--- src/rtl/fetch_queue.sv ---
// Instruction-fetch front end: owns the fetch PC, issues one word request per cycle
// to a synchronous-read instruction memory and buffers {instr, pc} pairs in a FIFO.
module fetch_queue #(
  parameter int               WIDTH    = 32,
  parameter int               DEPTH    = 4,
  parameter logic [WIDTH-1:0] RESET_PC = '0
) (
  input  logic             clk,
  input  logic             rst,
  output logic             imem_req,
  output logic [WIDTH-1:0] imem_addr,
  input  logic [31:0]      imem_rdata,
  input  logic             redirect,
  input  logic [WIDTH-1:0] redirect_pc,
  output logic             out_valid,
  input  logic             out_ready,
  output logic [31:0]      out_instr,
  output logic [WIDTH-1:0] out_pc
);

  localparam int               PTR_W   = (DEPTH > 1) ? $clog2(DEPTH) : 1;
  localparam int               CNT_W   = $clog2(DEPTH + 1);
  localparam logic [CNT_W:0]   DEPTH_C = (CNT_W + 1)'(DEPTH);
  localparam logic [WIDTH-1:0] PC_STEP = WIDTH'(4);

  logic [WIDTH-1:0] fpc_q, fpc_d;
  logic [CNT_W-1:0] count_q, count_d;
  logic [PTR_W-1:0] rd_ptr_q, rd_ptr_d;
  logic [PTR_W-1:0] wr_ptr_q, wr_ptr_d;
  logic             inflight_q, inflight_d;
  logic [WIDTH-1:0] inflight_pc_q, inflight_pc_d;
  logic [31:0]      instr_mem_q [DEPTH];
  logic [31:0]      instr_mem_d [DEPTH];
  logic [WIDTH-1:0] pc_mem_q [DEPTH];
  logic [WIDTH-1:0] pc_mem_d [DEPTH];

  logic [CNT_W:0]   credit;
  logic [WIDTH-1:0] redirect_aligned;
  logic             issue;
  logic             push;
  logic             pop;

  // Credit counts the outstanding request too, so a returning word always has a slot.
  always_comb begin
    credit           = {1'b0, count_q} + {{CNT_W{1'b0}}, inflight_q};
    redirect_aligned = redirect_pc & ~WIDTH'(3);
    issue            = !rst && !redirect && (credit < DEPTH_C);
    push             = inflight_q && !redirect;
    pop              = (count_q != '0) && out_ready && !redirect;
  end

  always_comb begin
    fpc_d         = fpc_q;
    count_d       = count_q;
    rd_ptr_d      = rd_ptr_q;
    wr_ptr_d      = wr_ptr_q;
    inflight_d    = 1'b0;
    inflight_pc_d = inflight_pc_q;
    instr_mem_d   = instr_mem_q;
    pc_mem_d      = pc_mem_q;

    if (redirect) begin
      // Redirect wins over every other event: drop buffered and in-flight work.
      fpc_d    = redirect_aligned;
      count_d  = '0;
      rd_ptr_d = '0;
      wr_ptr_d = '0;
    end else begin
      if (issue) begin
        fpc_d         = fpc_q + PC_STEP;
        inflight_d    = 1'b1;
        inflight_pc_d = fpc_q;
      end
      if (push) begin
        instr_mem_d[wr_ptr_q] = imem_rdata;
        pc_mem_d[wr_ptr_q]    = inflight_pc_q;
        wr_ptr_d              = wr_ptr_q + PTR_W'(1);
      end
      if (pop) begin
        rd_ptr_d = rd_ptr_q + PTR_W'(1);
      end
      case ({push, pop})
        2'b10:   count_d = count_q + CNT_W'(1);
        2'b01:   count_d = count_q - CNT_W'(1);
        default: count_d = count_q;
      endcase
    end
  end

  always_ff @(posedge clk or posedge rst) begin
    if (rst) begin
      fpc_q         <= RESET_PC;
      count_q       <= '0;
      rd_ptr_q      <= '0;
      wr_ptr_q      <= '0;
      inflight_q    <= 1'b0;
      inflight_pc_q <= '0;
      for (int i = 0; i < DEPTH; i++) begin
        instr_mem_q[i] <= '0;
        pc_mem_q[i]    <= '0;
      end
    end else begin
      fpc_q         <= fpc_d;
      count_q       <= count_d;
      rd_ptr_q      <= rd_ptr_d;
      wr_ptr_q      <= wr_ptr_d;
      inflight_q    <= inflight_d;
      inflight_pc_q <= inflight_pc_d;
      for (int i = 0; i < DEPTH; i++) begin
        instr_mem_q[i] <= instr_mem_d[i];
        pc_mem_q[i]    <= pc_mem_d[i];
      end
    end
  end

  // Head outputs come straight from registered state; no path from out_ready.
  always_comb begin
    imem_req  = issue;
    imem_addr = fpc_q;
    out_valid = (count_q != '0);
    out_instr = instr_mem_q[rd_ptr_q];
    out_pc    = pc_mem_q[rd_ptr_q];
  end

endmodule

--- config.mk ---
export PLATFORM = sky130hd
export DESIGN_NAME = fetch_queue
export DESIGN_NICKNAME = d
export VERILOG_FILES = /design/src/rtl/fetch_queue.sv
export SDC_FILE = /design/constraint.sdc
export NUM_CORES = 1
export LEC_CHECK = 0
export ABC_AREA = 1
export CAP_MARGIN = 20
export CORE_ASPECT_RATIO = 2
export CORE_MARGIN = 2
export CORE_UTILIZATION = 56
export DETAILED_ROUTE_END_ITERATION = 7
export PLACE_DENSITY = 0.8
export SLEW_MARGIN = 20
export SYNTH_ARGS = -nofsm -noshare
export SYNTH_HDL_FRONTEND = slang
export SYNTH_SLANG_ARGS = --single-unit
--- constraint.sdc ---
create_clock -name clk -period 13 [get_ports clk]
set_input_delay 1.3 -clock clk [delete_from_list [all_inputs] [get_ports clk]]
set_output_delay 1.3 -clock clk [all_outputs]
set_load 0.1 [all_outputs]
After elaboration in Yosys (flattened, before gate mapping)
Cells that the tools add are included.
- output and inout port bits: 98
- register bits: 328
- word-level logic and storage cells: 64
- bits of input ports: 68
- equality and inequality tests: 2
- muxes and demuxes: 20
- reduce and logical (&&, ||, !) cells: 15
- add/sub/neg operators: 6
- order comparisons: 4
- bitwise gates (word level): 3
- operators with widths (kind ; number):
    $bwmux 128 ; 2
    $mux 32 ; 7
    $bmux 32 s2 ; 2
    $demux 32 s2 ; 1
    $add 32x3->32 const B ; 1
    $mux 2 ; 4
    $ge 3x3->1 const B ; 2
    $logic_and 1x1->1 ; 6
    $not 2->3 ; 2
    $pmux 3 s2 ; 1
    $reduce_bool 2->1 ; 3
    $reduce_bool 3->1 ; 2
    $add 2x1->2 const B ; 2
    $add 3x1->4 ; 1
    $lt 4x3->1 const B ; 1
    $reduce_and 2->1 ; 2
    $add 3x1->3 const B ; 1
    $lt 3x1->1 const B ; 1
    $mux 3 ; 1
    $sub 3x1->3 const B ; 1
    $eq 2x1->1 const B ; 1
    $eq 2x2->1 const B ; 1
    $logic_not 1->1 ; 2
    $mux 1 ; 2
    $not 1->1 ; 1

Longest topological paths before layout
- word-level depth: 6
- gate-level depth with buffers: 9
- depth with buffers taken out: 9

Worst setup path after synthesis
No wires, ideal clock.
- path type: in2out
- start: input port rst
- end: output port imem_req
- cell stages on the path: 4
- buffers on the path: 1
- arrival: 9.682 ns
- data required time: 11.700 ns
- slack: 2.018 ns
- cells stage by stage: inv_1 > nand3_1 > inv_2 > buf_2
- cells in the longest elaborated chain, start to end: 3
- ends and longest elaborated chain (item ; RTL line ; text):
    start: declaration ; 9 ; input logic rst,
    $logic_not 1->1 (no line) ; - ;
    $logic_and 1x1->1 (2 in a row) ; 47 ; issue = !rst && !redirect && (credit < DEPTH_C);
    end: declaration ; 10 ; output logic imem_req,
No other way between the ends.

Worst setup path after layout
- start: register rd_ptr_q[0]
- end: output port out_pc[14]
- cells in the longest elaborated chain, start to end: 4
- ends and longest elaborated chain (item ; RTL line ; text):
    start: declaration ; 28 ; logic [PTR_W-1:0] rd_ptr_q, rd_ptr_d;
    start signal: assignment ; 105 ; rd_ptr_q <= rd_ptr_d;
    $not 2->3 (not written as such) ; 122 ; out_pc = pc_mem_q[rd_ptr_q];
    $bmux 32 s2 ; 122 ;
    $mux 32 (not written as such) (2 in a row) ; 122 ;
    end: declaration ; 18 ; output logic [WIDTH-1:0] out_pc
No other way between the ends. The select of a mux whose other input is x is not followed.

==> summary.md <==
| Metric | Value |
|---|---|
| MaxCap Viol Count | 0 |
| # setup viols final | 0 |
| CTS tree | done |
| Post-Syn Area | 0.0141 sq mm |
| CP Launch Point | rd_ptr_q[0] |
| R2R cell count | 5 |
| Initial DRT Pass Iterations | 5 |
| Total Power | 3.20 mW |
| Final period util | 42.4% |
| RSZ-0062 raised after global routing | false |
| Smallest hold slack | 482 ps |
| Port-buffer cells | 159 |
| First-pass GRT wire length | 57.3 mm |
| Yosys warns | 0 |
| Global route overflow | 0 |
| RR Startpoint | rd_ptr_q[0] |
| Outcome | completed |
| Syn Area/Cell | 8.46 sq um |
| Vias | 11.9k |
| Layout area overhead | 18.2% |
| Hold path cells | 2 |
| DP Wirelength | 20.6 mm |
| Hold Path Class | flip-flop to flip-flop |
| Die Y | 229 um |
| CTS resizes | 0 |
| Sequential area share after synthesis | 56.0% |
| Crit path max fanout | 99 |
| Clk slew on worst S/H paths | 70 ps |
| Final hold violations | 0 |
| Final setup TNS | 0 ps |
| Capturing point of the worst reg2reg path | rd_ptr_q[1] |
| H-tree depth | 1 |
| Largest net degree at the start of global routing | 100 |
| Critical setup path kind | flip-flop to output port |
| # nets final | 1,836 |
| DR WL/cell | 16.3 um |
| Fin. max-slew vios | 0 |
| Worst clock skew | 10.1 ps |
| Core region area | 0.0249 sq mm |
| Worst EP arrival | 4220 ps |
| Layout cells sized above 1 | 4.66% |
| VDD IR max | 0.116 mV |
| Layout Cells excl Fill | 2,118 |
| Post-route cell area | 0.0167 sq mm |
| CTS Hold Bufs | 0 |
| PD cells | 192 mW/mm^2 |
| Placed cell areas | 0.0157 sq mm |
| Antenna cell count | 0 |
| Worst Slack Setup Final | 7480 ps |
| Routability cong. | 0.888 |
| Core Util, Final | 66.9% |
| I/O pin total | 166 |
| Initial Util | 56.6% |
| Tightest Pin Transition | 1120 ps |
| Antenna violations before repair | 0 |
| Worst path cell trace | clkinv_2 > buf_4 > o21ai_0 > o22ai_1 > clkdlybuf4s50_1 |
| Pre-CTS WS | 7670 ps |
| All-layer global routing usage | 26.5% |
| Required @ worst endpoint | 11,700 ps |
| DRT iter0 DRCs | 1,078 |
| Rel. slew slack | 25.2% |
| Setup bufs post-CTS | 0 |
| FP Rows | 82 |
| Vias in the first global route | 11.5k |
| Max clock buf depth | 3 |
| Distinct cells, synth | 31 |
| Critical path endpoint category | output port |
| Fmax | 0.181 GHz |
| Hold endpoint | pc_mem_q[43] |
| R2R setup slack | 10,460 ps |
| Horiz. Die Dim | 116 um |
| Post-Route WL | 34.6 mm |
| Startpoint types | flip-flop |
| HP Start | pc_mem_q[43] |
| Slowest Stage Delay on Critical Path | 1210 ps |
| Post-route DRC | 0 |
| Cell chosen for the clock root | clkbuf_16 |
| FF+latch count, synth | 316 |
| Vias/cell | 5.64 |
| # clock sinks | 316 |
| CP max stage cell | clkdlybuf4s50_1 |
| Placed cells | 2,069 |
| Die Area | 0.0266 sq mm |
| Clock Latency Late Sink | 540 ps |
| Lkg Pwr | 7.76 nW |
| Post-synthesis cell count | 1,669 |
| CTS Buf Count | 27 |
| Minimum clock period | 5520 ps |
| Post-route ant nets | 0 |
==> registers in the layout, summed over array words and instances, names as in the netlist <==
| register | cells |
|---|---|
| instr_mem_q | 128 |
| imem_addr | 30 |
| count_q | 3 |
| inflight_q | 1 |
| pc_mem_q | 120 |
| rd_ptr_q | 2 |
| inflight_pc_q | 30 |
| wr_ptr_q | 2 |
==> report_power, final <==
group          internal, mW  total [mW]  switching, mW
combinational         0.270        1.11          0.838
clock                 0.487       0.839          0.353
sequential             1.15        1.25          0.101
==> critical path, delay by kind of cell, from the launching register on <==
family                 cells  cell delay [ps]
buffers and inverters      3             2420
DFF                        1              670
AOI/OAI and AO/OA          2              550
==> worst max path at each step <==
| stage | depth (start not counted) | end |
|---|---|---|
| 2_1_floorplan | 4 | imem_req |
| 3_3_place_gp | 5 | imem_req |
| 3_5_place_dp | 5 | imem_req |
| 4_1_cts | 5 | out_pc[14] |
| 5_1_grt | 5 | out_pc[14] |
| 6_report | 5 | out_pc[14] |
==> final cells by class <==
cell class / instances / area (sq um)
fillers: 2085 / 8250
flip-flops and latches: 316 / 7910
multi-input cells: 1139 / 5320
repair buffers: 173 / 1700
clock buffers: 39 / 801
well taps: 336 / 420
inverters: 105 / 403
clock inverters: 10 / 130
==> kinds of logic after synthesis <==
kind of cell,synth area share (%)
simple gates,17.3
compound gates,19.2
flops,56.0
buf+inv,6.61
fa+ha+maj,0.585
xor+xnor,0.248
other cells,0.0266
==> cell usage after synthesis <==
cell type / count / area, sq um
clkbuf_1: 60 / 225
o21ai_1: 219 / 1100
dfrtp_1: 316 / 7910
nand3_1: 50 / 250
buf_2: 38 / 190
conb_1: 1 / 3.75
nor2_8: 1 / 20.0
o21ai_0: 186 / 931
fa_1: 1 / 20.0
xnor2_1: 1 / 8.76
nand2_1: 352 / 1320
and2_1: 1 / 6.26
nor2_2: 6 / 37.5
a21oi_1: 24 / 120
o211ai_1: 1 / 7.51
inv_2: 2 / 7.51
xor2_1: 3 / 26.3
buf_4: 9 / 67.6
o22ai_1: 62 / 388
ha_1: 5 / 62.6
nand3_2: 2 / 20.0
nor2_1: 183 / 687
nand4_1: 6 / 37.5
nor3_1: 2 / 10.0
nand3b_1: 1 / 7.51
buf_6: 5 / 56.3
nor2_4: 1 / 11.3
a22oi_1: 22 / 165
or2_2: 1 / 6.26
inv_1: 103 / 387
nand2_2: 5 / 31.3
==> cell usage in the layout, fill, tap and decap left out, types with 8 or more instances in the layout <==
| cell type | n |
|---|---|
| a21oi_1 | 23 |
| o22ai_1 | 62 |
| o21ai_1 | 219 |
| nand2_1 | 352 |
| clkbuf_16 | 27 |
| dfrtp_1 | 314 |
| a22oi_1 | 22 |
| clkdlybuf4s50_1 | 159 |
| buf_4 | 13 |
| nor2_1 | 183 |
| inv_1 | 101 |
| nand3_1 | 49 |
| clkbuf_8 | 8 |
| o21ai_0 | 186 |
==> layer usage <==
layer,wire length [um],GRT usage (%),vias to the layer above
met4,1350,10.7,0
met3,1740,3.00,76
met2,17600,44.7,374
met1,13900,34.4,5766
li1,-,-,5721
met5,0,0,-
No activity file was read; power rests on OpenSTA's default activity.
